--- config.mk ---
export PLATFORM = sky130hd
export DESIGN_NAME = rtc_hms_cfg
export DESIGN_NICKNAME = d
export VERILOG_FILES = /design/src/rtl/rtc_hms_cfg.sv
export SDC_FILE = /design/constraint.sdc
export NUM_CORES = 1
export LEC_CHECK = 0
export CORE_UTILIZATION = 50
export DETAILED_ROUTE_END_ITERATION = 8
export GPL_TIMING_DRIVEN = 0
export HOLD_SLACK_MARGIN = 0.08
export PLACE_DENSITY_LB_ADDON = 0.3
export SYNTH_ARGS = -nofsm -noshare
export SYNTH_HDL_FRONTEND = slang
export SYNTH_SLANG_ARGS = --single-unit
--- constraint.sdc ---
create_clock -name clk_50 -period 4.47 [get_ports clk_50]
set_input_delay 0.894 -clock clk_50 [delete_from_list [all_inputs] [get_ports clk_50]]
set_output_delay 0.894 -clock clk_50 [all_outputs]
set_load 0.005 [all_outputs]
--- src/rtl/rtc_hms_cfg.sv ---
// rtc_hms_cfg: prescaled 24-hour BCD clock with validated set, alarm and 12/24-hour display
module rtc_hms_cfg #(
  parameter int TICK_DIV = 50000000,
  parameter int ALARM_EN = 1
) (
  input  logic       clk_50,
  input  logic       rst_n,
  input  logic       en,
  input  logic       mode_24,
  input  logic       set_stb,
  input  logic [5:0] set_hr,
  input  logic [6:0] set_min,
  input  logic [6:0] set_sec,
  output logic       set_err,
  input  logic       alm_we,
  input  logic [5:0] alm_hr,
  input  logic [6:0] alm_min,
  input  logic       alm_arm,
  output logic [6:0] sec_bcd,
  output logic [6:0] min_bcd,
  output logic [5:0] hr_bcd,
  output logic       pm,
  output logic       tick,
  output logic       tc,
  output logic       alarm_hit
);
  localparam int CW = TICK_DIV > 1 ? $clog2(TICK_DIV) : 1;
  localparam logic [CW-1:0] LAST = CW'(TICK_DIV - 1);

  function automatic logic ms_ok(input logic [6:0] v);
    return v[3:0] <= 4'd9 && v[6:4] <= 3'd5;
  endfunction

  function automatic logic hr_ok(input logic [5:0] v);
    return v[3:0] <= 4'd9 && v <= 6'h23;
  endfunction

  logic [CW-1:0] cnt_q, cnt_d;
  logic [6:0] sec_q, sec_d, min_q, min_d, sec_inc, min_inc;
  logic [5:0] hr_q, hr_d, hr_inc, hr_pm;
  logic tick_q, tick_d, tc_q, tc_d, err_q, err_d;
  logic set_ok, pre_wrap, sec_wrap, min_wrap, hr_wrap;

  always_comb begin
    sec_wrap = sec_q == 7'h59;
    min_wrap = min_q == 7'h59;
    hr_wrap  = hr_q == 6'h23;
    sec_inc  = sec_q[3:0] == 4'd9 ? {sec_q[6:4] + 3'd1, 4'd0} : {sec_q[6:4], sec_q[3:0] + 4'd1};
    min_inc  = min_q[3:0] == 4'd9 ? {min_q[6:4] + 3'd1, 4'd0} : {min_q[6:4], min_q[3:0] + 4'd1};
    hr_inc   = hr_q[3:0] == 4'd9 ? {hr_q[5:4] + 2'd1, 4'd0} : {hr_q[5:4], hr_q[3:0] + 4'd1};
    set_ok   = set_stb && hr_ok(set_hr) && ms_ok(set_min) && ms_ok(set_sec);
    pre_wrap = en && cnt_q == LAST;
    tick_d   = pre_wrap && !set_ok;
    cnt_d    = set_ok || pre_wrap ? '0 : en ? cnt_q + 1'b1 : cnt_q;
    sec_d    = set_ok ? set_sec : tick_d ? (sec_wrap ? 7'h00 : sec_inc) : sec_q;
    min_d    = set_ok ? set_min : tick_d && sec_wrap ? (min_wrap ? 7'h00 : min_inc) : min_q;
    hr_d     = set_ok ? set_hr : tick_d && sec_wrap && min_wrap ? (hr_wrap ? 6'h00 : hr_inc) : hr_q;
    tc_d     = tick_d && sec_wrap && min_wrap && hr_wrap;
    err_d    = set_stb && !set_ok;
  end

  always_ff @(posedge clk_50) begin
    if (rst_n) begin
      cnt_q  <= '0;
      sec_q  <= 7'h00;
      min_q  <= 7'h00;
      hr_q   <= 6'h00;
      tick_q <= 1'b0;
      tc_q   <= 1'b0;
      err_q  <= 1'b0;
    end else begin
      cnt_q  <= cnt_d;
      sec_q  <= sec_d;
      min_q  <= min_d;
      hr_q   <= hr_d;
      tick_q <= tick_d;
      tc_q   <= tc_d;
      err_q  <= err_d;
    end
  end

  generate
    if (ALARM_EN != 0) begin : g_alarm
      logic [5:0] ahr_q;
      logic [6:0] amin_q;
      logic ahit_q, ahit_d;
      assign ahit_d = alm_arm && (set_ok || tick_d) && hr_d == ahr_q && min_d == amin_q && sec_d == 7'h00;
      always_ff @(posedge clk_50) begin
        if (rst_n) begin
          ahr_q  <= 6'h00;
          amin_q <= 7'h00;
          ahit_q <= 1'b0;
        end else begin
          if (alm_we && hr_ok(alm_hr) && ms_ok(alm_min)) begin
            ahr_q  <= alm_hr;
            amin_q <= alm_min;
          end
          ahit_q <= ahit_d;
        end
      end
      assign alarm_hit = ahit_q;
    end else begin : g_no_alarm
      assign alarm_hit = 1'b0;
    end
  endgenerate

  assign hr_pm   = hr_q[5:4] == 2'd1 ? {2'd0, hr_q[3:0] - 4'd2} :
                   hr_q[3:0] < 4'd2 ? {2'd0, hr_q[3:0] + 4'd8} : {2'd1, hr_q[3:0] - 4'd2};
  assign hr_bcd  = mode_24 ? hr_q : (hr_q == 6'h00 || hr_q == 6'h12) ? 6'h12 : hr_q > 6'h12 ? hr_pm : hr_q;
  assign pm      = !mode_24 && hr_q >= 6'h12;
  assign sec_bcd = sec_q;
  assign min_bcd = min_q;
  assign tick    = tick_q;
  assign tc      = tc_q;
  assign set_err = err_q;
endmodule

==> results by stage <==
Global route:
- The via count of the first global-routing pass was 3,855.
- The first global-routing pass estimated 19.4 mm of wire.
- The total overflow left after global routing is 0.
- The largest net degree at the start of global routing is 13.
- Global routing used 30.1% of the available tracks across all layers.
- The number of antenna violations at the first check in global routing came to 0.

Pwr:
- The worst-case IR drop observed on VDD is 0.000129 V.
- Combinational logic is responsible for 14.9% of the overall power.
- The sequential power share is 48.3%.
- The power density over the cells is 248 mW/mm^2.
- The net switching component of the power is 0.350 mW.
- Of the total power, the clock network draws 36.8%.
- The cell-internal power is 0.869 mW.
- For this design the static power due to leakage is 1.75 nW.
- Net switching is 28.7% of the power.

Placement:
- The number of buffers added on ports is 64.
- Detailed placement finished with a half-perimeter wire length of 9.06 mm.
- The routability-driven placement congestion ratio is 1.02.

Logic synthesis:
- The total standard cell area after synthesis is 0.00397 mm^2.
- The post-synthesis sequential area ratio is 31.7%.
- Yosys mapped a number of flops with a built-in enable equal to 0.
- The average footprint of a synthesized cell is 8.11 um^2.
- The Yosys step of the flow raised 0 warnings.
- Among all flip-flop cells after synthesis, the most frequent one is sky130_fd_sc_hd__dfxtp_1.
- Synthesis produced 490 cells.
- The number of unique standard cell types used by synthesis is 69.
- Of all flip-flops after synthesis, the portion carrying an async set or reset was 0%.
- Counting flops and latches in the post-synthesis netlist gives 63.
- The total nets after synthesis is 544.

Setup path:
- The worst setup path is launched from a primary input.
- The critical path arrival is 4.25 ns.
- The worst setup path is captured at a flop.
- The maximum fanout along the worst path is 10.
- The critical setup path kind is primary input to flop.
- The endpoint required time on the critical path is 4.73 ns.

Floorplanning:
- The initial core utilization is 51.7%.
- The area enclosed by the die boundary is 0.00831 mm^2.
- The core region is 0.00769 mm^2.
- The y dimension of the die is 91.2 um.
- The initialized floorplan defines 32 standard-cell rows.
- The number of ports placed on the die boundary is 65.
- The floorplan step set the die width to 91.2 um.

Clock tree:
- The post-CTS setup buffer count is 0.
- The number of sinks handled by clock tree synthesis is 63.
- After clock tree synthesis, the clock-pin slew on the worst setup and hold paths is 0.08 ns.
- For this design, the CTS-stage hold fixing added 0 buffers.
- The clock tree synthesis step divided the H-tree into 3 levels.
- The clock buffer count from CTS is 9.
- The post-CTS resize count is 0.
- TritonCTS built the clock tree.
- The longest clock path from root to sink contains 2 buffers.
- The clock tree root driver cell is sky130_fd_sc_hd__clkbuf_8.
- The later pin in the worst-skew pair is clocked with a latency of 0.35 ns.

Cells and area:
- Compared with the post-synthesis result, the final layout area differs by 23.7%.
- Cells fill 63.9% of the core in the end.
- Of the cells placed in the final design, the portion with a size suffix greater than 1 is 6.32%.
- The number of antenna diodes in the final layout is 0.
- For this run, the post-layout net count is 619.

Detailed routing:
- Once detail routing completed, the nets flagged for antenna violations numbered 0.
- The number of DRC violations after detailed routing is 0.
- The routed wire length per instance is 17.9 um.
- Summing over every cut layer, the via total after detailed routing is 4,050.
- The total iterations of the first detailed-routing run is 5.
- The total wirelength of the detailed-routed design is 12.0 mm.
- The number of vias per cell after detailed routing is 6.03.
- The detailed router's first-iteration violation count is 332.

Timing:
- Derived from the worst setup path, the maximum achievable clock frequency is 251 MHz.
- At the pin with the least slew margin, the transition time is 0.848 ns.
- The count of final hold-check violations is 0.
- Across the routed clock network, the largest skew measured is 0.00823 ns.
- The worst path needs 3.99 ns of the cycle, external delays included.
- Summed over all failing endpoints, the final setup total negative slack is 0 ns.
- Setup violations remaining at the end of the flow were counted as 0.
- The worst pin sits at a relative slew slack of 43.1%.
- Setup repair after global routing left no endpoint under its margin.
- The total count of max-transition violations in the final report is 0.
- The final critical path takes up 89.3% of the cycle.

Run:
- The number of max-capacitance violations reported is 0.

Hold path:
- The path class of the tightest hold or removal check is flop to flop.

Outcome:
- The run finished with clean final reports.
==> through the flow <==
step / setup WS [ns] / area, um^2 / power, mW / cells / hold WS, ns
after CTS: 0.666 / 4920 / 1.22 / 672 / 0.501
after global placement: 0.369 / 4740 / 0.776 / 656 / 0.484
after floorplan: 1.64 / 3970 / 0.689 / 490 / 0.471
after global routing: 0.404 / 4920 / 1.28 / 672 / 0.551
final: 0.479 / 4920 / 1.22 / 672 / 0.503
after detailed placement: 0.325 / 4740 / 0.778 / 656 / 0.490
==> worst max-delay path, stage by stage <==
cell and delay (ns):
sky130_fd_sc_hd__clkdlybuf4s50_1 0.58, sky130_fd_sc_hd__a22oi_1 0.18, sky130_fd_sc_hd__nand3_1 0.22, sky130_fd_sc_hd__or2_1 0.13
sky130_fd_sc_hd__clkbuf_1 0.35, sky130_fd_sc_hd__buf_2 0.33, sky130_fd_sc_hd__clkbuf_1 0.51, sky130_fd_sc_hd__o311ai_0 0.30
sky130_fd_sc_hd__o21ai_0 0.28, sky130_fd_sc_hd__nand4_1 0.17, sky130_fd_sc_hd__nor4_2 0.29
==> registers in the layout, summed over array words and instances, names as in the netlist, 6 cells and up <==
register,count
cnt_q,26
g_alarm.amin_q,7
min_bcd,7
sec_bcd,7
g_alarm.ahr_q,6
hr_q,6
==> layout make-up <==
type                       count  area [um^2]
tap                          102          128
sequential                    63         1260
buffer                        21         85.1
fill                         702         2770
clock buffer                  10          128
timing repair buffer          64          641
inverter                      17         63.8
clock inverter                 6         46.3
multi-input combinational    389         2560
==> synthesized netlist by cell type (3+ instances only) <==
cell type,n,area [um^2]
sky130_fd_sc_hd__nor2_1,83,312
sky130_fd_sc_hd__dfxtp_1,63,1260
sky130_fd_sc_hd__nand2_1,29,109
sky130_fd_sc_hd__mux2i_1,19,190
sky130_fd_sc_hd__xnor2_1,19,166
sky130_fd_sc_hd__xor2_1,18,158
sky130_fd_sc_hd__clkbuf_1,17,63.8
sky130_fd_sc_hd__inv_1,17,63.8
sky130_fd_sc_hd__nand3_1,16,80.1
sky130_fd_sc_hd__ha_1,14,175
sky130_fd_sc_hd__nand4_1,14,87.6
sky130_fd_sc_hd__nor3_1,14,70.1
sky130_fd_sc_hd__o21ai_0,14,70.1
sky130_fd_sc_hd__a21oi_1,12,60.1
sky130_fd_sc_hd__and2_1,11,68.8
sky130_fd_sc_hd__a211oi_1,9,67.6
sky130_fd_sc_hd__and3_1,9,56.3
sky130_fd_sc_hd__a31oi_1,8,50.1
sky130_fd_sc_hd__or3_1,7,43.8
sky130_fd_sc_hd__a311oi_1,6,52.6
sky130_fd_sc_hd__and4_1,5,43.8
sky130_fd_sc_hd__nor4_1,5,31.3
sky130_fd_sc_hd__o211ai_1,4,30.0
sky130_fd_sc_hd__o22ai_1,4,25.0
sky130_fd_sc_hd__o31ai_1,4,30.0
sky130_fd_sc_hd__a211o_1,3,26.3
sky130_fd_sc_hd__mux2_2,3,33.8
sky130_fd_sc_hd__nand3b_1,3,22.5
sky130_fd_sc_hd__nor3b_1,3,22.5
sky130_fd_sc_hd__or2_2,3,18.8
==> routing by layer <==
metal  global-route usage (%)  share of wire, %  vias up
li1                         -                 -     1939
met1                     42.1                46     1877
met2                     45.2                43      206
met3                     5.78               8.3       28
met4                     12.2               2.2        0
met5                        0                 0        -
==> placed cells by master (no fill, tap or decap), types with 3 or more instances in the layout <==
cell	count
sky130_fd_sc_hd__nand3_1	16
sky130_fd_sc_hd__a31oi_1	8
sky130_fd_sc_hd__nor3b_1	3
sky130_fd_sc_hd__nor2_1	83
sky130_fd_sc_hd__clkdlybuf4s50_1	64
sky130_fd_sc_hd__a21oi_1	12
sky130_fd_sc_hd__or2_2	3
sky130_fd_sc_hd__nor4_1	5
sky130_fd_sc_hd__a211o_1	3
sky130_fd_sc_hd__and2_1	11
sky130_fd_sc_hd__a311oi_1	6
sky130_fd_sc_hd__nor3_1	14
sky130_fd_sc_hd__xor2_1	18
sky130_fd_sc_hd__ha_1	14
sky130_fd_sc_hd__and4_1	5
sky130_fd_sc_hd__nand2_1	29
sky130_fd_sc_hd__nand3b_1	3
sky130_fd_sc_hd__clkbuf_8	9
sky130_fd_sc_hd__inv_1	17
sky130_fd_sc_hd__a211oi_1	9
sky130_fd_sc_hd__dfxtp_1	63
sky130_fd_sc_hd__nand4_1	14
sky130_fd_sc_hd__or3_1	7
sky130_fd_sc_hd__mux2i_1	19
sky130_fd_sc_hd__clkbuf_1	18
sky130_fd_sc_hd__o211ai_1	4
sky130_fd_sc_hd__o21ai_0	14
sky130_fd_sc_hd__mux2_2	3
sky130_fd_sc_hd__o22ai_1	4
sky130_fd_sc_hd__o31ai_1	4
sky130_fd_sc_hd__and3_1	9
sky130_fd_sc_hd__xnor2_1	19
==> final timing paths <==
path / slack, ns / startpoint / depth (start not counted) / endpoint
max: 0.48 / set_min[5] / 11 / alarm_hit
min: 0.50 / cnt_q[24] / 2 / cnt_q[24]
max reg2reg: 1.18 / sec_bcd[0] / 9 / alarm_hit
min reg2reg: 0.50 / cnt_q[24] / 2 / cnt_q[24]
==> power groups by stage <==
stage,Clock [mW],Sequential [mW],Combinational [mW]
2_1_floorplan,0,0.598,0.0908
3_3_place_gp,0,0.601,0.175
3_5_place_dp,0,0.601,0.177
4_1_cts,0.457,0.588,0.178
5_1_grt,0.490,0.591,0.195
6_report,0.449,0.589,0.182
==> cell families (layout without fill, tap and decap cells) <==
kind of cell	after synthesis	in the layout	synth area share, %
buffers and inverters	38	118	3.75
XOR/XNOR	37	37	8.15
AO/OA/AOI/OAI	92	92	16.3
AND/OR/NAND/NOR	224	224	30.0
flip-flops	63	63	31.7
multiplexers	22	22	5.64
adder cells (fa/ha/maj)	14	14	4.41
Note: power is estimated with default switching activity, not from simulation.
